==> src/rtl/bcd_convert_scheduler.sv <==
// Round-robin scheduler that shares one iterative shift-and-add-3 binary-to-BCD engine
// among NUM_REQ requesters; results return on a single tagged valid/ready port.
module bcd_convert_scheduler #(
    parameter int unsigned NUM_REQ = 4,
    localparam int unsigned ID_W = $clog2(NUM_REQ)
) (
    input  logic                  clk,
    input  logic                  rst_n,
    input  logic [NUM_REQ-1:0]    req_valid,
    input  logic [14*NUM_REQ-1:0] req_data,
    output logic [NUM_REQ-1:0]    req_ready,
    output logic                  rsp_valid,
    input  logic                  rsp_ready,
    output logic [ID_W-1:0]       rsp_id,
    output logic [15:0]           rsp_bcd,
    output logic                  rsp_ovf,
    output logic                  busy
);

    typedef enum logic [1:0] {StIdle, StShift, StDone} state_e;

    state_e          state_q, state_d;
    logic [ID_W-1:0] rr_ptr_q, rr_ptr_d;
    logic [ID_W-1:0] cur_id_q, cur_id_d;
    logic [ID_W-1:0] rsp_id_q, rsp_id_d;
    logic [29:0]     sreg_q, sreg_d, sreg_adj;
    logic [3:0]      cnt_q, cnt_d;
    logic [15:0]     bcd_q, bcd_d;
    logic            ovf_q, ovf_d;

    logic            grant_found;
    logic [ID_W-1:0] grant_idx;
    logic [13:0]     grant_data;

    function automatic logic [ID_W-1:0] wrap_add(logic [ID_W-1:0] base, int unsigned off);
        return ID_W'((32'(base) + off) % NUM_REQ);
    endfunction

    // Scan downwards so the last hit is the first valid index at or after rr_ptr.
    always_comb begin
        grant_found = 1'b0;
        grant_idx   = '0;
        for (int unsigned k = NUM_REQ; k > 0; k--) begin
            if (req_valid[wrap_add(rr_ptr_q, k - 1)]) begin
                grant_found = 1'b1;
                grant_idx   = wrap_add(rr_ptr_q, k - 1);
            end
        end
    end

    assign grant_data = req_data[14*32'(grant_idx) +: 14];

    always_comb begin
        req_ready = '0;
        if (rst_n && state_q == StIdle && grant_found) begin
            req_ready[grant_idx] = 1'b1;
        end
    end

    always_comb begin
        sreg_adj = sreg_q;
        for (int i = 0; i < 4; i++) begin
            if (sreg_q[14+4*i +: 4] >= 4'd5) begin
                sreg_adj[14+4*i +: 4] = sreg_q[14+4*i +: 4] + 4'd3;
            end
        end
    end

    always_comb begin
        state_d  = state_q;
        rr_ptr_d = rr_ptr_q;
        cur_id_d = cur_id_q;
        rsp_id_d = rsp_id_q;
        sreg_d   = sreg_q;
        cnt_d    = cnt_q;
        bcd_d    = bcd_q;
        ovf_d    = ovf_q;
        unique case (state_q)
            StIdle: begin
                if (grant_found) begin
                    rr_ptr_d = wrap_add(grant_idx, 1);
                    cur_id_d = grant_idx;
                    if (grant_data > 14'd9999) begin
                        // Saturate: four digits cannot hold the value.
                        rsp_id_d = grant_idx;
                        bcd_d    = 16'h9999;
                        ovf_d    = 1'b1;
                        state_d  = StDone;
                    end else begin
                        sreg_d  = {16'h0, grant_data};
                        cnt_d   = '0;
                        state_d = StShift;
                    end
                end
            end
            StShift: begin
                sreg_d = sreg_adj << 1;
                cnt_d  = cnt_q + 4'd1;
                if (cnt_q == 4'd13) begin
                    rsp_id_d = cur_id_q;
                    bcd_d    = sreg_d[29:14];
                    ovf_d    = 1'b0;
                    state_d  = StDone;
                end
            end
            StDone: begin
                if (rsp_ready) begin
                    state_d = StIdle;
                end
            end
            default: state_d = StIdle;
        endcase
    end

    always_ff @(posedge clk or negedge rst_n) begin
        if (!rst_n) begin
            state_q  <= StIdle;
            rr_ptr_q <= '0;
            cur_id_q <= '0;
            rsp_id_q <= '0;
            sreg_q   <= '0;
            cnt_q    <= '0;
            bcd_q    <= '0;
            ovf_q    <= 1'b0;
        end else begin
            state_q  <= state_d;
            rr_ptr_q <= rr_ptr_d;
            cur_id_q <= cur_id_d;
            rsp_id_q <= rsp_id_d;
            sreg_q   <= sreg_d;
            cnt_q    <= cnt_d;
            bcd_q    <= bcd_d;
            ovf_q    <= ovf_d;
        end
    end

    assign rsp_valid = (state_q == StDone);
    assign busy      = (state_q != StIdle);
    assign rsp_id    = rsp_id_q;
    assign rsp_bcd   = bcd_q;
    assign rsp_ovf   = ovf_q;

endmodule

==> config.mk <==
export PLATFORM = sky130hd
export DESIGN_NAME = bcd_convert_scheduler
export DESIGN_NICKNAME = d
export VERILOG_FILES = /design/src/rtl/bcd_convert_scheduler.sv
export SDC_FILE = /design/constraint.sdc
export NUM_CORES = 1
export LEC_CHECK = 0
export ABC_AREA = 1
export BUFFER_PORTS_ARGS = -buffer_cell sky130_fd_sc_hd__buf_2
export CAP_MARGIN = 25
export CORE_AREA = 2 2 82 92
export DETAILED_ROUTE_END_ITERATION = 8
export DIE_AREA = 0 0 84 94
export PLACE_DENSITY = 0.83
export RECOVER_POWER = 100
export SLEW_MARGIN = 0
export SYNTH_ARGS = -nofsm -noshare
export SYNTH_HDL_FRONTEND = slang
export SYNTH_SLANG_ARGS = --single-unit
==> constraint.sdc <==
create_clock -name clk -period 6.4 [get_ports clk]
set_input_delay 0.64 -clock clk [delete_from_list [all_inputs] [get_ports clk]]
set_output_delay 0.64 -clock clk [all_outputs]
set_load 0.03 [all_outputs]
==> results of run 1 <==
[sequential cells by signal, summed over array words and instances, names as in the netlist]
name	flops
rsp_bcd	16
cnt_q	4
cur_id_q	2
state_q	2
rsp_id	2
rsp_ovf	1
rr_ptr_q	2
sreg_q	30
[cells in the mapped netlist (all sizes together)]
library cell / count / share of area
nand3: 67 / 0.093
o21a: 1 / 0.0019
a21boi: 1 / 0.0047
xor2: 3 / 0.0065
clkbuf: 9 / 0.0084
nand2: 234 / 0.23
nand4: 1 / 0.0016
inv: 63 / 0.059
a21oi: 3 / 0.0037
nor3: 4 / 0.0050
o21ai: 27 / 0.035
ha: 14 / 0.044
nand3b: 8 / 0.015
a2111oi: 1 / 0.0025
or2: 5 / 0.0078
o211ai: 4 / 0.0075
mux2: 2 / 0.0056
nor2: 47 / 0.045
dfrtp: 59 / 0.37
and2: 1 / 0.0016
o41ai: 1 / 0.0022
o22ai: 3 / 0.0081
buf: 16 / 0.035
a211o: 1 / 0.0022
o21bai: 3 / 0.0056
[kinds of logic after synthesis]
family / Yosys count / synth area share
compound gates: 45 / 0.0729
xor+xnor: 3 / 0.00654
fa+ha+maj: 14 / 0.0436
buf+inv: 88 / 0.103
flops: 59 / 0.367
mux: 2 / 0.00560
simple gates: 367 / 0.401
[worst max-delay path: stages, from the launching register on]
cell	delay (ps)
dfrtp_1	490
inv_4	140
nand2_1	80
nand2_1	100
nand2_2	100
nand3_1	140
nand2_1	70
nand2_1	280
nand2_1	670
inv_1	710
nor2_1	90
o21ai_0	380
nor2_2	90
nand2_4	90
nand3_1	430
nand2_4	520
nand2_1	110
nand2_1	80
[path summary, 6_finish.rpt]
kind / startpoint / endpoint / slack [ps] / depth (start not counted)
min in group asynchronous: rst_n / rsp_bcd[15] / 1430 / 2
max in group asynchronous: rst_n / sreg_q[14] / 3200 / 2
worst max-delay path: rr_ptr_q[0] / sreg_q[0] / 1760 / 17
worst min register to register: rsp_bcd[8] / rsp_bcd[8] / 470 / 2
worst max register to register: rr_ptr_q[0] / sreg_q[0] / 1760 / 17
worst min-delay path: rsp_bcd[8] / rsp_bcd[8] / 470 / 2
[layout make-up]
class	instances	area (um^2)	area share
multi-input combinational	431	2100	0.460
sequential	59	1480	0.324
timing repair buffer	91	435	0.0956
inverter	63	239	0.0525
tap	85	106	0.0234
clock inverter	2	35.0	0.00769
clock buffer	12	165	0.0363
[power breakdown]
group | internal, mW | total (mW) | switching, mW
combinational | 0.541 | 1.80 | 1.26
sequential | 0.509 | 0.592 | 0.0829
clock | 0.207 | 0.347 | 0.140
total | 1.26 | 2.74 | 1.48
[placed cells by master, fill, tap and decap left out, drive strengths merged, types with 2 or more instances in the layout]
cell type  count
a21oi          3
buf           69
clkbuf        34
dfrtp         59
ha            14
inv           63
mux2           2
nand2        234
nand3         67
nand3b         8
nor2          47
nor3           4
o211ai         4
o21ai         27
o21bai         3
o22ai          3
or2            5
xor2           3
[routing by layer]
layer	wire length (um)	GRT usage	up-vias
met5	0	0	-
met4	212	0.0914	0
met3	505	0.0413	20
met2	4510	0.439	131
met1	3970	0.288	1793
li1	-	-	1959
==> metrics, run 1 <==
WL per Instance=12.4 um; total setup violations reported at the end of the flow=0; diodes inserted=0; cell area after placement=0.00442 mm^2; Syn-to-layout area delta=13.3%; smallest hold slack=472 ps; Layout Skew=7.30 ps; clock tree root driver cell=clkbuf_8; crit-path max FO=34; Max-Slew Margin vs Limit=-1.08; failing checks=capacitance limit, slew limit; grt total ovfl=0; Max Freq=0.216 GHz; total detailed-routing wirelength=9200 um; number of iterations in the first detailed-routing pass=6; worst slack after detailed placement=2820 ps; number of cell rows=32; Via Count=3903; Skew-Pair Late Insertion Delay=340 ps; pin count of the biggest net entering global routing=61; cell count after placement=729; number of antenna violations at the first check in global routing=0; Ys Warns=0; number of buffers inserted by post-CTS setup repair=0; overall routing resource usage=0.243; H-tree depth reported by CTS=3; post-cts gate resize count=0; arrival time worst endpoint=4910 ps; number of routed nets with antenna violations=0; drt drc=0; Setup crit start kind=flip-flop; sum of net half-perimeters after detailed placement=6710 um; area of the die=0.00790 mm^2; element type at the critical path end=flip-flop; setup tns final=0 ps; final cycle utilization of the critical path=0.724; Tmin final=4640 ps; layout cell share with drive strength beyond 1=0.166; filler cell count=634; detailed router's first-iteration violation count=205; clock tree from TritonCTS=done; utilization of the core after routing=0.657; unrepaired setup endpoints after global routing=false; average size of a mapped cell=6.95 um^2; CORE AREA=0.00693 mm^2; die span in y=94 um; worst-case vdd ir drop=0.393 mV; total power after layout=2.74 mW; clock edge transition at the registers on the reported setup and hold paths=60 ps; number of hold-slack violations in the final timing report=0; clock tree buffer depth=2; fin area=0.00455 mm^2; effective utilization at floorplan=0.580; classification of the worst-slack hold path=flip-flop to flip-flop; LEAKAGE=2.56 nW; Synthesized Nets=655; number of nets in the layout=732; Crit path required time=6670 ps; Cells after Synth=578; distinct cell type count of the synthesized netlist=39; final worst setup slack=1760 ps; power density over the cells=601 mW/mm^2; Mapped Area=0.00402 mm^2; count of clock tree sinks=59; number of buffers inserted by port buffering=87; max-cap violation count=1; x dimension of the die=84 um; vias in the first global route=3701; max-slew violations=61; IO Pins=88; outcome=finished with violations; type of the worst setup path=flip-flop to flip-flop; wire length of the first global-routing pass=15600 um; routability congestion estimate from global placement=0.995; hold-fix buffers at CTS=0; vias per cell=5.25; number of buffers inserted during clock tree synthesis=9; post-layout instance count excluding filler cells=743; slew at the pin closest to its max-slew limit=3120 ps; register area share after synthesis=0.367; count of state elements after synthesis=59
No activity file was read; power rests on OpenSTA's default activity.
==> run 2, diff against run 1 <==
- ABC_AREA: 1 -> 0
- CORE_AREA: 2 2 82 92 -> 2 2 85 95
- DIE_AREA: 0 0 84 94 -> 0 0 87 97
- PLACE_DENSITY: 0.83 -> 0.74
- clock period: 6.4 -> 3.8 ns (I/O delays scaled with it)
==> run 2 against run 1 <==
Net effect: the run still ends with capacitance limit, slew limit left; maximum frequency rose by 36%; sequential power grew 74%; clock power grew 38%; global-route usage down 4.5 points; register-to-register slack worse by 1400 ps; via count fell by 26%; wire length fell by 17%; sequential cell count stayed put; power up 13%; synthesized area is 11% lower; critical path type unchanged; critical endpoint is now sreg_q[11].
==> metrics, run 2 <==
pin count of the biggest net entering global routing=38; unrepaired setup endpoints after global routing=false; crit-path max FO=33; grt total ovfl=0; count of clock tree sinks=59; met3 layer usage reported by global route=0.0282; worst slack after detailed placement=468 ps; Synth top area share=0.415; area of the die=0.00844 mm^2; number of buffers inserted during clock tree synthesis=9; sum of net half-perimeters after detailed placement=5660 um; Ys Warns=0; register area share after synthesis=0.415; hold-fix buffers at CTS=0; count of state elements after synthesis=59; capture point of the worst reg-to-reg path=sreg_q[11]; power density over the cells=756 mW/mm^2; number of buffers inserted by port buffering=87; register with the most flip-flops=sreg_q; clock tree buffer depth=2; Via Count=2876; largest cells by area after synthesis=dfrtp_1 (41%), mux2i_1 (8.7%), mux2_2 (7.0%), ha_1 (4.9%), nand2_1 (4.3%); Setup crit start kind=flip-flop; Max Freq=0.294 GHz; wire length of the first global-routing pass=13300 um; max-slew violations=38; Layout Skew=6.12 ps; arrival time worst endpoint=3610 ps; effective utilization at floorplan=0.482; Worst Hold Endpoint=state_q[1]; IO Pins=88; Top Usage Layer GRT=met2; count of flip-flops with a built-in enable after synthesis=0; final cycle utilization of the critical path=0.894; reg-to-reg slack, setup=400 ps; post-cts gate resize count=0; outcome=finished with violations; clock tree root driver cell=clkbuf_8; Worst Hold Path Cells=2; number of buffers inserted by post-CTS setup repair=0; vias per cell=5.47; Cells after Synth=349; Syn-to-layout area delta=15.4%; number of hold-slack violations in the final timing report=0; number of nets in the layout=512; critical hold path startpoint=rsp_ready; total power after layout=3.11 mW; number of antenna violations at the first check in global routing=0; diodes inserted=0; layout cell share with drive strength beyond 1=0.251; worst-case vdd ir drop=0.318 mV; Mapped Area=0.00356 mm^2; cell area after placement=0.00402 mm^2; number of cell rows=33; element type at the critical path end=flip-flop; max-cap violation count=1; Synthesized Nets=426; x dimension of the die=87 um; number of routed nets with antenna violations=0; WL per Instance=14.5 um; clock edge transition at the registers on the reported setup and hold paths=60 ps; leading register cell type out of synthesis=dfrtp_1; commonest cells after routing, fill and taps aside=buf_2 (61), dfrtp_1 (59), nand2_1 (41); Crit path required time=4010 ps; drt drc=0; failing checks=capacitance limit, slew limit; overall routing resource usage=0.197; H-tree depth reported by CTS=3; fin area=0.00411 mm^2; beginning of the worst register-to-register path=rr_ptr_q[1]; post-synthesis async set-or-reset flop share=1.00; number of iterations in the first detailed-routing pass=4; detailed router's first-iteration violation count=191; post-synthesis cell type with the largest combined area=dfrtp_1; classification of the worst-slack hold path=input pin to flip-flop; CORE AREA=0.00739 mm^2; Post-synth top cells=dfrtp_1 (59), nand2_1 (41), mux2i_1 (31); LEAKAGE=1.96 nW; GR met1 Demand/Resource=0.259; clock tree from TritonCTS=done; type of the worst setup path=flip-flop to flip-flop; slew at the pin closest to its max-slew limit=1950 ps; total setup violations reported at the end of the flow=0; GR met2 Demand/Resource=0.327; total detailed-routing wirelength=7640 um; die span in y=97 um; final worst setup slack=402 ps; distinct cell type count of the synthesized netlist=45; setup tns final=0 ps; smallest hold slack=248 ps; average size of a mapped cell=10.2 um^2; Skew-Pair Late Insertion Delay=330 ps; most common cell after layout, fill and taps aside=buf_2; Tmin final=3400 ps; routability congestion estimate from global placement=0.786; library cell with the highest instance count after synthesis=dfrtp_1; filler cell count=682; vias in the first global route=2925; flip-flop count of the largest register, all copies and words added=30; worst r2r path cells=11; Max-Slew Margin vs Limit=-0.298
## run 2: cell type report
cell class	count	area, um^2	share of cell area
clock buffer	12	145	0.0353
sequential	59	1480	0.359
timing repair buffer	94	452	0.110
inverter	18	67.6	0.0164
multi-input combinational	253	1850	0.449
tap	87	109	0.0265
clock inverter	3	15.0	0.00365
## run 2: critical path, cell delays in order, from the launching register on
cell	delay, ps
dfrtp_1	460
mux2i_1	220
nor2_1	80
a311oi_4	250
buf_4	460
mux2i_1	140
mux2_2	290
and4_1	220
o211ai_1	320
o21a_1	170
buf_4	300
mux2_1	360
## run 2: how the worst max path moves through the flow
stage                            end  depth (start not counted)  slack, ps        start
final                     sreg_q[11]                         11        400  rr_ptr_q[1]
after global routing       rsp_id[1]                         10        180  rr_ptr_q[1]
after detailed placement  sreg_q[11]                         11        470  rr_ptr_q[1]
after global placement    sreg_q[12]                         11        590  rr_ptr_q[1]
after CTS                 sreg_q[11]                         11        460  rr_ptr_q[1]
after floorplan           sreg_q[10]                         13        890  rr_ptr_q[1]
## run 2: routing by layer
metal | share of wire | vias to the layer above | wire length [um]
li1 | - | 1420 | -
met1 | 0.45 | 1389 | 3440
met2 | 0.50 | 57 | 3810
met3 | 0.040 | 10 | 302
met4 | 0.012 | 0 | 90
met5 | 0 | - | 0
## run 2: where the power goes
| part | internal [mW] | leakage, nW | total [mW] | switching, mW |
|---|---|---|---|---|
| Combinational | 0.688 | 1.15 | 1.60 | 0.909 |
| Sequential | 0.851 | 0.724 | 1.03 | 0.181 |
| Clock | 0.248 | 0.0860 | 0.479 | 0.231 |
| Total | 1.79 | 1.96 | 3.11 | 1.32 |
## run 2: cell families after synthesis
kind of cell | synth area share
flip-flops | 0.415
XOR/XNOR | 0.00984
multiplexers | 0.179
buffers and inverters | 0.0559
AND/OR/NAND/NOR | 0.119
adder cells (fa/ha/maj) | 0.0492
AO/OA/AOI/OAI | 0.172
## run 2: through the flow
| step | cells | utilization |
|---|---|---|
| floorplan | 349 | - |
| global placement | 510 | 0.544 |
| detailed placement | 510 | 0.544 |
| CTS | 525 | 0.566 |
| global route | 526 | 0.556 |
| finish | 526 | 0.556 |
